<file path="src/rtl/cb_buffer_pkg.sv">
// Shared types and register map for the connection-box input buffer.
package cb_buffer_pkg;
  typedef enum logic [1:0] {
    MODE_BYPASS = 2'd0,
    MODE_REG    = 2'd1,
    MODE_FIFO   = 2'd2,
    MODE_RSVD   = 2'd3
  } mode_e;

  localparam int MODE_OFS  = 0;
  localparam int STAT_OFS  = 1;
  localparam int FLUSH_BIT = 2;
  localparam int STALL_W   = 16;
endpackage

</file>
<file path="src/rtl/cb_buffer_fifo.sv">
// Circular-buffer storage; i_one caps occupancy at a single entry for the REG stage.
module cb_buffer_fifo #(
  parameter  int WIDTH = 7,
  parameter  int DEPTH = 4,
  localparam int AW    = $clog2(DEPTH)
) (
  input  logic             clk,
  input  logic             rst_n,
  input  logic             i_push,
  input  logic             i_pop,
  input  logic             i_flush,
  input  logic             i_one,
  input  logic [WIDTH-1:0] i_data,
  output logic [WIDTH-1:0] o_data,
  output logic [AW:0]      o_count,
  output logic             o_full,
  output logic             o_empty
);
  logic [DEPTH-1:0][WIDTH-1:0] r_mem;
  logic [AW-1:0]               r_wr_ptr, r_rd_ptr;
  logic [AW:0]                 r_count;
  logic                        w_push, w_pop;

  assign o_full  = i_one ? (r_count != '0) : (r_count == (AW+1)'(DEPTH));
  assign o_empty = (r_count == '0);
  assign o_count = r_count;
  assign o_data  = r_mem[r_rd_ptr];

  // A push into a full stage is legal only when the head leaves the same cycle.
  assign w_pop  = i_pop & ~o_empty;
  assign w_push = i_push & (~o_full | w_pop);

  always_ff @(posedge clk or negedge rst_n) begin
    if (!rst_n) begin
      r_mem    <= '0;
      r_wr_ptr <= '0;
      r_rd_ptr <= '0;
      r_count  <= '0;
    end else if (i_flush) begin
      r_wr_ptr <= '0;
      r_rd_ptr <= '0;
      r_count  <= '0;
    end else begin
      if (w_push) begin
        r_mem[r_wr_ptr] <= i_data;
        r_wr_ptr        <= r_wr_ptr + 1'b1;
      end
      if (w_pop) r_rd_ptr <= r_rd_ptr + 1'b1;
      case ({w_push, w_pop})
        2'b10:   r_count <= r_count + 1'b1;
        2'b01:   r_count <= r_count - 1'b1;
        default: r_count <= r_count;
      endcase
    end
  end
endmodule

</file>
<file path="src/rtl/cb_core_input_buffer.sv">
// CB-to-core input stage: bypass, single register or FIFO, with config readback and stall counter.
module cb_core_input_buffer
  import cb_buffer_pkg::*;
#(
  parameter int         WIDTH    = 7,
  parameter int         DEPTH    = 4,
  parameter logic [7:0] CFG_ADDR = 8'd0
) (
  input  logic             clk,
  input  logic             reset,
  input  logic [31:0]      config_addr,
  input  logic [31:0]      config_data,
  input  logic             config_en,
  output logic [31:0]      read_data,
  input  logic [WIDTH-1:0] in_data,
  input  logic             in_valid,
  output logic             in_ready,
  output logic [WIDTH-1:0] out_data,
  output logic             out_valid,
  input  logic             out_ready
);
  localparam int         AW        = $clog2(DEPTH);
  localparam logic [7:0] MODE_ADDR = CFG_ADDR + 8'(MODE_OFS);
  localparam logic [7:0] STAT_ADDR = CFG_ADDR + 8'(STAT_OFS);

  mode_e               r_mode;
  logic [STALL_W-1:0]  r_stall;
  mode_e               w_new_mode;
  logic                w_mode_wr, w_flush, w_reg_mode, w_buf_mode;
  logic                w_in_ready, w_out_valid, w_push, w_pop;
  logic [WIDTH-1:0]    w_out_data, w_q;
  logic [AW:0]         w_count;
  logic [3:0]          w_cnt4;
  logic                w_full, w_empty;

  assign w_new_mode = mode_e'(config_data[1:0]);
  assign w_mode_wr  = config_en & (config_addr[7:0] == MODE_ADDR);
  // Any mode change or explicit flush discards buffered data on the write edge.
  assign w_flush    = w_mode_wr & (config_data[FLUSH_BIT] | (w_new_mode != r_mode));
  assign w_reg_mode = (r_mode == MODE_REG);
  assign w_buf_mode = w_reg_mode | (r_mode == MODE_FIFO);

  cb_buffer_fifo #(.WIDTH(WIDTH), .DEPTH(DEPTH)) u_fifo (
    .clk     (clk),
    .rst_n   (reset),
    .i_push  (w_push),
    .i_pop   (w_pop),
    .i_flush (w_flush),
    .i_one   (w_reg_mode),
    .i_data  (in_data),
    .o_data  (w_q),
    .o_count (w_count),
    .o_full  (w_full),
    .o_empty (w_empty)
  );

  always_comb begin
    w_in_ready  = out_ready;
    w_out_valid = in_valid;
    w_out_data  = in_data;
    if (w_buf_mode) begin
      w_out_valid = ~w_empty;
      w_out_data  = w_q;
      w_in_ready  = ~w_full | (w_reg_mode & out_ready);
    end
    if (w_flush) w_in_ready = 1'b0;
  end

  assign w_push = w_buf_mode & in_valid & w_in_ready;
  assign w_pop  = w_buf_mode & w_out_valid & out_ready;

  // Bypass is combinational, so outputs are forced explicitly while reset is held.
  assign in_ready  = ~reset | w_in_ready;
  assign out_valid = reset & w_out_valid;
  assign out_data  = reset ? w_out_data : '0;

  always_ff @(posedge clk or negedge reset) begin
    if (!reset) begin
      r_mode  <= MODE_BYPASS;
      r_stall <= '0;
    end else begin
      if (w_mode_wr) r_mode <= w_new_mode;
      if (in_valid & ~w_in_ready & (r_stall != {STALL_W{1'b1}}))
        r_stall <= r_stall + 1'b1;
    end
  end

  assign w_cnt4 = 4'(w_count);

  always_comb begin
    read_data = '0;
    if (config_addr[7:0] == MODE_ADDR)      read_data = {29'b0, 1'b0, r_mode};
    else if (config_addr[7:0] == STAT_ADDR) read_data = {r_stall, 12'b0, w_cnt4};
  end
endmodule

</file>
<file path="config.mk">
export PLATFORM = sky130hd
export DESIGN_NAME = cb_core_input_buffer
export DESIGN_NICKNAME = d
export VERILOG_FILES = /design/src/rtl/cb_buffer_pkg.sv /design/src/rtl/cb_buffer_fifo.sv /design/src/rtl/cb_core_input_buffer.sv
export SDC_FILE = /design/constraint.sdc
export NUM_CORES = 1
export LEC_CHECK = 0
export BUFFER_PORTS_ARGS = -buffer_cell sky130_fd_sc_hd__buf_4
export CORE_ASPECT_RATIO = 1.1
export CORE_MARGIN = 10
export CORE_UTILIZATION = 40
export DETAILED_ROUTE_END_ITERATION = 8
export PLACE_DENSITY_LB_ADDON = 0.12
export SLEW_MARGIN = 20
export SYNTH_ARGS = -nofsm -noshare
export SYNTH_HDL_FRONTEND = slang
export SYNTH_SLANG_ARGS = --single-unit
</file>
<file path="constraint.sdc">
create_clock -name clk -period 8 [get_ports clk]
set_input_delay 0.8 -clock clk [delete_from_list [all_inputs] [get_ports clk]]
set_output_delay 0.8 -clock clk [all_outputs]
set_load 0.1 [all_outputs]
</file>
==> results.cfg, run 1 <==
[floorplanning]
die_y_um = 114
row_count = 34
die_x_um = 105
core-area_um2 = 7870
initial_core_util = 0.409
io_pins = 117
die_area_um2 = 12000

[grt]
grt_busiest_layer = met2
grt_pass1_vias = 2273
use_met1 = 0.141
grt_max_degree = 49
track_usage = 0.116
grt_pass1_wl_mm = 11.5
met2_usage = 0.198
global_route.usage.met3 = 0.0327
antenna_found_initial = 0
overflow = 0

[worst_setup_path]
path_class = flop to flop
worstSetupStartpointType = flop
reg2reg_from = r_mode[1]
slowest_stage = ha_1
slowest_delay_ps = 610
r2r_setup_slack_ps = 4760
r2r_end = u_fifo.o_count[2]
cp_cell_sequence = inv_1, ha_1, o21ai_0, o31ai_4, o21a_1, nand2_2, ha_1, fa_1, xnor2_1, nor2_1, xnor2_1, nor2_1
r2r_cells = 12
cp_max_fo = 13
arrival_ps = 3420
cp.required_ps = 8180
end_kind = flop

[synthesis]
syn-cell-area_um2 = 3220
synth-edff-count = 0
synth_top_area_frac = 0.412
seq_area_frac_synth = 0.412
synth_cells = 272
synth.area.top_cells = dfrtp_1 (41%), mux2_4 (13%), mux4_2 (4.9%)
synth.largest_area_cell = dfrtp_1
ys_types = 41
synthArstFlopShare = 1.00
synth_ff_type = dfrtp_1
syn_avg_cell_area_um2 = 11.8
ys_ff_latch = 53
yosys_warnings = 0

[clock_network]
cts_inserted_buffers = 5
cts_tree = yes
cts_hold_buf = 0
cts.clk_slew.worst_paths_ps = 100
clk_path_buf_depth = 2
h-tree-depth = 2
clock-sinks = 53
postCtsSetupRepairBufs = 0
cts_resized = 0
clk_latency_ps = 310
cts_root_buf = clkbuf_8

[route]
wire_per_inst_um = 15.9
ant_nets = 0
drt-total-wl_mm = 6.79
drcViolationCount = 0
vias_per_cell = 4.89
drtIter0Drc = 38
vias = 2094
first_pass_iters = 4

[place]
post-dp-hpwl_mm = 4.94
dpl_cell_area_um2 = 3630
gp_congestion = 0.752
numPortBuffers = 50
pre_cts_ws_ps = 4720

[timing]
drv_slew = 0
setup_violations = 0
setup_slack_ps = 4760
period_minus_slack_ps = 3240
fin_crit_sh = 0.405
relSlewSlack = 0.602
fmax_mhz = 309
finClkSkew_ps = 5.56
grt_setup_unrepaired = no
hold_viol_final = 0
tightest_slew_ps = 589
final.setup.tns_ps = 0

[worst_hold_path]
hold_path_class = input port to async pin

[power_and_ir_drop]
p_leak_nw = 1.81
ir_worst_vdd_mv = 0.0943
power_density_nw_per_um2 = 216

[run_status]
status = completed

[layout]
final_cell_mix = dfrtp_1 (53), buf_4 (51), mux2_4 (28), nand2_1 (21), and2_1 (19)
fillers = 742
nNetsFinal = 403
diodes = 0
final_common_cell = dfrtp_1
final_area_um2 = 3710
layout-area-overhead-vs-synth_pct = 15.4
final_core_util = 0.472
drive_gt1_frac = 0.331

[job]
drv_cap = 0
## worst max path at each step
stage	from	endpoint	slack [ps]	depth (start not counted)
2_1_floorplan	r_mode[1]	out_data[0]	3940	5
3_3_place_gp	r_mode[1]	u_fifo.o_count[2]	4750	12
3_5_place_dp	r_mode[1]	u_fifo.o_count[2]	4720	12
4_1_cts	r_mode[1]	u_fifo.o_count[2]	4720	12
5_1_grt	r_mode[1]	u_fifo.o_count[2]	4470	12
6_report	r_mode[1]	u_fifo.o_count[2]	4760	12
## cells by family (layout without fill, tap and decap cells)
group                    Yosys count  after routing  synth area share
AND/OR/NAND/NOR                  102            102             0.195
flip-flops                        53             53             0.412
multiplexers                      42             42             0.203
buffers and inverters             28             64            0.0521
XOR/XNOR                          22             22            0.0599
AO/OA/AOI/OAI                     16             16            0.0432
adder cells (fa/ha/maj)            8              8            0.0335
other                              1             13           0.00117
## where the power goes
group | leakage, nW | switching, mW | internal, mW
clock network | 0.0450 | 0.0891 | 0.0610
registers | 0.709 | 0.0763 | 0.323
logic | 1.06 | 0.130 | 0.121
total | 1.81 | 0.295 | 0.505
## layout make-up
class                           instances  area, um^2  share of cell area
Clock buffer                            6        72.6              0.0195
Clock inverter                          2        10.0             0.00270
Inverter                                5        18.8             0.00506
Multi-Input combinational cell        203        1770               0.476
Sequential cell                        53        1330               0.357
Tap cell                              108         135              0.0364
Timing Repair Buffer                   51         383               0.103
## registers in the layout, indices dropped and copies added (netlist names)
name,cells
u_fifo.o_count,3
r_stall,16
u_fifo.r_mem,28
u_fifo.r_rd_ptr,2
r_mode,2
u_fifo.r_wr_ptr,2
## critical path, delay by kind of cell, from the launching register on
kind,cells,cell delay (ps)
AO/OA/AOI/OAI,3,840
AND/OR/NAND/NOR,3,300
buffers and inverters,1,60
adder cells (fa/ha/maj),3,1240
flip-flops,1,400
XOR/XNOR,2,260
## cell usage after synthesis (2+ instances only)
cell type / instances
clkbuf_1: 5
mux2_4: 28
o21ai_0: 2
mux2_2: 2
xnor2_1: 18
mux4_2: 7
and3_1: 7
dfrtp_1: 53
ha_1: 7
buf_4: 14
nand2_1: 21
a21boi_0: 7
inv_1: 5
xor2_1: 4
nor3_1: 3
nor3_2: 2
nor3b_1: 2
mux2_1: 2
nand4_1: 11
nand3_4: 4
buf_2: 2
and2_1: 19
nand3_1: 11
o21a_1: 2
nor2_1: 15
and4_1: 2
mux2i_1: 3
## stage by stage
step                      total power, mW  std cells  hold slack (ps)
after floorplan                     0.606        284              452
after global placement              0.652        420              482
after detailed placement            0.658        420              483
after CTS                           0.811        428              319
after global routing                0.856        428              319
final                               0.800        428              321
## per-layer routing
metal / vias to the layer above / share of wire
li1: 1022 / -
met1: 1030 / 0.45
met5: - / 0
met2: 35 / 0.50
met3: 7 / 0.046
met4: 0 / 0.0096
No activity file was read; power rests on OpenSTA's default activity.
==> run 2, diff against run 1 <==
--- a/config.mk
+++ b/config.mk
@@ -5,6 +5,7 @@
 export SDC_FILE = /design/constraint.sdc
 export NUM_CORES = 1
 export LEC_CHECK = 0
+export ABC_AREA = 1
 export BUFFER_PORTS_ARGS = -buffer_cell sky130_fd_sc_hd__buf_4
 export CORE_ASPECT_RATIO = 1.1
 export CORE_MARGIN = 10
==> constraint.sdc (replaced) <==
create_clock -name clk -period 3 [get_ports clk]
set_input_delay 0.3 -clock clk [delete_from_list [all_inputs] [get_ports clk]]
set_output_delay 0.3 -clock clk [all_outputs]
set_load 0.1 [all_outputs]
==> run 2 against run 1 <==
Net effect: fmax increased by 23%; hold slack worse by 55 ps; wire length grew 38%; critical path depth is 1 higher; die area increased by 5.9%; combinational power rose to 7.1 times the previous value; clock power grew to 2.8 times the previous value; register-to-register slack worse by 4400 ps; sequential share of layout area fell by 2.1 points.
==> results.cfg, run 2 <==
[run_status]
status = completed

[timing]
period_minus_slack_ps = 2630
tightest_slew_ps = 551
setup_violations = 0
drv_slew = 0
fmax_mhz = 380
fin_crit_sh = 0.877
finClkSkew_ps = 6.37
grt_setup_unrepaired = no
relSlewSlack = 0.631
hold_viol_final = 0

[floorplanning]
die_area_um2 = 12700
core-area_um2 = 8410
io_pins = 117
initial_core_util = 0.410
row_count = 35
die_y_um = 117
die_x_um = 109

[route]
vias_per_cell = 5.11
drt-total-wl_mm = 9.35
drtIter0Drc = 155
ant_nets = 0
wire_per_inst_um = 14.8
first_pass_iters = 4
vias = 3230
drcViolationCount = 0

[place]
post-dp-hpwl_mm = 6.68
dpl_cell_area_um2 = 3850
gp_congestion = 0.852
numPortBuffers = 50

[power_and_ir_drop]
power_density_nw_per_um2 = 841
ir_worst_vdd_mv = 0.299
p_leak_nw = 2.00

[synthesis]
synth.area.top_cells = dfrtp_1 (38%), nand2_1 (14%), nand4_1 (10%)
synth_top_area_frac = 0.385
seq_area_frac_synth = 0.385
synth_cells = 478
synth.largest_area_cell = dfrtp_1
yosysMostFrequentCell = nand2_1
synth_ff_type = dfrtp_1
syn_avg_cell_area_um2 = 7.21
synth-edff-count = 0
synthTopCellsByCount = nand2_1 (132), nor2_1 (63), nand4_1 (55), dfrtp_1 (53), inv_1 (40)
yosys_warnings = 0
ys_types = 30
syn-cell-area_um2 = 3450
ys_ff_latch = 53
synthArstFlopShare = 1.00

[layout]
final_cell_mix = nand2_1 (132), nor2_1 (63), buf_4 (56), nand4_1 (55), dfrtp_1 (53)
largest_reg_flops = 28
diodes = 0
drive_gt1_frac = 0.152
final_core_util = 0.470
largest-register = u_fifo.r_mem
final_area_um2 = 3950
final_common_cell = nand2_1
layout-area-overhead-vs-synth_pct = 14.6
fillers = 904
nNetsFinal = 604

[grt]
grt_pass1_vias = 3283
grt_max_degree = 35
antenna_found_initial = 0
track_usage = 0.149
grt_pass1_wl_mm = 16.0
overflow = 0

[worst_setup_path]
worstSetupStartpointType = flop
cp-startpoint = r_mode[1]
reg2reg_from = r_mode[1]
cp_max_fo = 12
cp.required_ps = 3200
slowest_delay_ps = 390
end_kind = flop
critPathTopFamily = adder cells
path_class = flop to flop
cp_cell_sequence = inv_2, ha_1, inv_4, nand3_1, nand2_1, nor2_1, nor2_2, nand2_1, ha_1, fa_1, o21ai_0, xor2_1, nor2_1
arrival_ps = 2830
crit_buf_inv = 2
slowest_stage = fa_1

[clock_network]
cts.clk_slew.worst_paths_ps = 100
cts_inserted_buffers = 5
postCtsSetupRepairBufs = 0
cts_root_buf = clkbuf_8
clk_path_buf_depth = 2
clk_latency_ps = 310
h-tree-depth = 2
clock-sinks = 53
cts_tree = yes

[worst_hold_path]
hold_path_class = input port to flop
hp-start = in_data[0]

[job]
drv_cap = 0
## run 2: cell types whose count changed in the layout (fill, tap and decap cells not counted), moves of 9 or more
cell,change
and2_1,-19
inv_1,+35
nand4_1,+44
o22ai_1,+9
nor2_1,+48
mux2_4,-28
nand2_1,+111
xnor2_1,-17
o21ai_0,+25
## run 2: final cells by class
class	instances	area, um^2	area share
repair buffers	57	430	0.109
multi-input cells	360	1800	0.456
well taps	111	139	0.0352
clock buffers	6	72.6	0.0184
inverters	43	164	0.0415
flip-flops and latches	53	1330	0.336
clock inverters	2	15.0	0.00380
## run 2: routing by layer
layer	GRT usage	vias up	routed length [um]
met5	0	-	0
li1	-	1640	-
met2	0.245	84	4460
met3	0.0334	11	614
met4	0.0322	0	117
met1	0.193	1495	4160
## run 2: worst min-delay path, stage by stage
cell     delay (ps)
buf_4           110
nand4_1          80
nand2_1          60
## run 2: logic make-up (layout without fill, tap and decap cells)
| kind of cell | count (synthesis) | after routing | synth area share |
|---|---|---|---|
| buffers and inverters | 77 | 108 | 0.106 |
| other | 1 | 13 | 0.00109 |
| flip-flops | 53 | 53 | 0.385 |
| AND/OR/NAND/NOR | 284 | 284 | 0.378 |
| XOR/XNOR | 9 | 9 | 0.0229 |
| adder cells (fa/ha/maj) | 8 | 8 | 0.0312 |
| AO/OA/AOI/OAI | 45 | 45 | 0.0733 |
| multiplexers | 1 | 1 | 0.00290 |
## run 2: worst paths after layout
path / slack [ps] / cells past startpoint / to
max in group asynchronous: 1840 / 3 / r_stall[3]
min reg2reg: 490 / 2 / u_fifo.r_mem[7]
max reg2reg: 370 / 13 / u_fifo.o_count[2]
min in group asynchronous: 430 / 2 / u_fifo.r_mem[1]
max: 370 / 13 / u_fifo.o_count[2]
min: 270 / 3 / u_fifo.r_mem[21]
## run 2: what timing repair did
action / 4_1_cts / 5_1_grt
resized for setup: 0 / 1
endpoints found under the setup margin: 0 / 1
hold buffers: 1 / 0
endpoints found under the hold margin: 23 / 0
## run 2: stage by stage
stage / setup TNS, ps / worst slack [ps] / power, mW / hold WS (ps) / instances
floorplan: -500 / -100 / 2.52 / 4.41 / 490
global placement: 0 / 364 / 2.90 / 245 / 623
detailed placement: 0 / 303 / 2.92 / 245 / 623
CTS: 0 / 271 / 3.35 / 259 / 632
global route: 0 / 54.3 / 3.61 / 260 / 632
finish: 0 / 369 / 3.32 / 266 / 632
## run 2: report_power, final
part / switching [mW] / total [mW] / leakage, nW / internal (mW)
Combinational: 1.27 / 1.77 / 1.29 / 0.494
Sequential: 0.177 / 1.14 / 0.676 / 0.960
Clock: 0.251 / 0.416 / 0.0374 / 0.165
==> run 3, diff against run 2 <==
--- a/config.mk
+++ b/config.mk
@@ -5,7 +5,6 @@
 export SDC_FILE = /design/constraint.sdc
 export NUM_CORES = 1
 export LEC_CHECK = 0
-export ABC_AREA = 1
 export BUFFER_PORTS_ARGS = -buffer_cell sky130_fd_sc_hd__buf_4
 export CORE_ASPECT_RATIO = 1.1
 export CORE_MARGIN = 10
==> constraint.sdc (replaced) <==
create_clock -name clk -period 2.4 [get_ports clk]
set_input_delay 0.24 -clock clk [delete_from_list [all_inputs] [get_ports clk]]
set_output_delay 0.24 -clock clk [all_outputs]
set_load 0.1 [all_outputs]
==> run 3 against run 2 <==
Net effect: combinational power decreased by 44%; clock power is 28% higher; wire length shrank 24%; final area shrank 0.54%; critical path depth shrank 1; critical endpoint unchanged; largest cell class unchanged; largest power group is now sequential cells.
==> results.cfg, run 3 (synthesis gave the netlist of run 1 again) <==
[run_status]
status = completed

[clock_network]
cts.clk_slew.worst_paths_ps = 100
clk_latency_ps = 310
clk_path_buf_depth = 2
cts_inserted_buffers = 5
h-tree-depth = 2
clock-sinks = 53
cts_root_buf = clkbuf_8
cts_tree = yes

[floorplanning]
die_x_um = 105
core-area_um2 = 7870
row_count = 34
die_y_um = 114
die_area_um2 = 12000
initial_core_util = 0.409
io_pins = 117

[route]
vias = 2180
wire_per_inst_um = 16.0
drtIter0Drc = 63
ant_nets = 0
drt-total-wl_mm = 7.15
drcViolationCount = 0
first_pass_iters = 4
vias_per_cell = 4.88

[power_and_ir_drop]
ir_worst_vdd_mv = 0.270
p_leak_nw = 1.92
p_total_mw = 2.79
power_density_nw_per_um2 = 711

[grt]
grt_pass1_vias = 2352
track_usage = 0.122
overflow = 0
grt_max_degree = 40
grt_pass1_wl_mm = 12.0
antenna_found_initial = 0

[timing]
fin_crit_sh = 0.972
fmax_mhz = 429
grt_setup_unrepaired = yes
relSlewSlack = 0.603
setup_violations = 0
tightest_slew_ps = 587
period_minus_slack_ps = 2330
drv_slew = 0
finClkSkew_ps = 6.08
hold_viol_final = 0

[layout]
diodes = 0
largest-register = u_fifo.r_mem
final_area_um2 = 3930
nNetsFinal = 422
largest_reg_flops = 28
instances_no_fill = 447
drive_gt1_frac = 0.401
final_cell_mix = buf_4 (69), dfrtp_1 (53), mux2_4 (28), nand2_1 (21), and2_1 (19)
layout-area-overhead-vs-synth_pct = 22.1
final_common_cell = buf_4

[place]
dpl_cell_area_um2 = 3810
numPortBuffers = 50
gp_congestion = 0.768
post-dp-hpwl_mm = 5.33
dp_cells = 436

[worst_hold_path]
hold_path_class = input port to flop

[worst_setup_path]
cp_max_fo = 11
worstSetupStartpointType = flop
arrival_ps = 2540
path_class = flop to flop
end_kind = flop
cp.required_ps = 2610

[job]
drv_cap = 0
[run 3: cell count changes in the layout (fill, tap and decap cells not counted), sizes merged, moves of 7 or more]
| cell | change |
|---|---|
| a21boi | +7 |
| and2 | +19 |
| and3 | +7 |
| buf | +13 |
| inv | -37 |
| mux2 | +32 |
| mux4 | +7 |
| nand2 | -113 |
| nand4 | -45 |
| nor2 | -54 |
| o21ai | -24 |
| o22ai | -9 |
| xnor2 | +17 |
[run 3: routing by layer]
layer	vias to the layer above	wire length, um	GRT usage
met1	1063	3280	0.156
met3	2	337	0.0288
met4	0	37	0.0275
met5	-	0	0
li1	1065	-	-
met2	50	3500	0.203
[run 3: repair_timing]
action,in CTS,in global routing
buffers inserted,1,1
hold buffers,1,0
cloned,0,0
hold endpoints to repair,27,0
setup endpoints to repair,1,1
pin swaps,1,3
gates resized for setup,0,1
[run 3: worst max-delay path, stage by stage, from the launching register on]
cell and delay (ps):
dfrtp_1 410, inv_2 70, ha_4 210, buf_4 180, inv_1 80, o311a_1 250, nand2_4 90, ha_4 170
fa_2 330, xnor2_1 130, nor2_1 120, xnor2_1 140, nor2_1 50
[run 3: final timing paths]
check	start	to	slack [ps]	cells past startpoint
hold reg to reg	r_stall[10]	r_stall[10]	500	1
setup / recovery	r_mode[1]	u_fifo.o_count[2]	70	12
hold / removal	config_data[1]	r_mode[1]	180	2
setup reg to reg	r_mode[1]	u_fifo.o_count[2]	70	12
min in group asynchronous	reset	r_mode[1]	430	2
max in group asynchronous	reset	u_fifo.r_mem[19]	1430	3
[run 3: area by class of cell]
class                   instances  area [um^2]
multi-input cells             203         1830
clock buffers                   5         68.8
inverters                       5         18.8
repair buffers                 70          528
fillers                       722         3940
clock inverters                 3         25.0
well taps                     108          135
flip-flops and latches         53         1330
[run 3: metrics by stage]
step | hold WS (ps) | setup WS (ps) | TNS [ps] | util
floorplan | -55.6 | -3.31 | -3.31 | -
detailed placement | 248 | -9.75 | -9.75 | 0.484
global placement | 235 | 28.3 | 0 | 0.484
CTS | 164 | 3.35 | 0 | 0.498
global route | 176 | -78.7 | -78.7 | 0.499
finish | 176 | 67.7 | 0 | 0.499
[run 3: where the power goes]
part | switching, mW | total (mW) | internal [mW]
combinational | 0.519 | 0.986 | 0.467
sequential | 0.193 | 1.27 | 1.08
clock | 0.322 | 0.534 | 0.212
total | 1.03 | 2.79 | 1.76
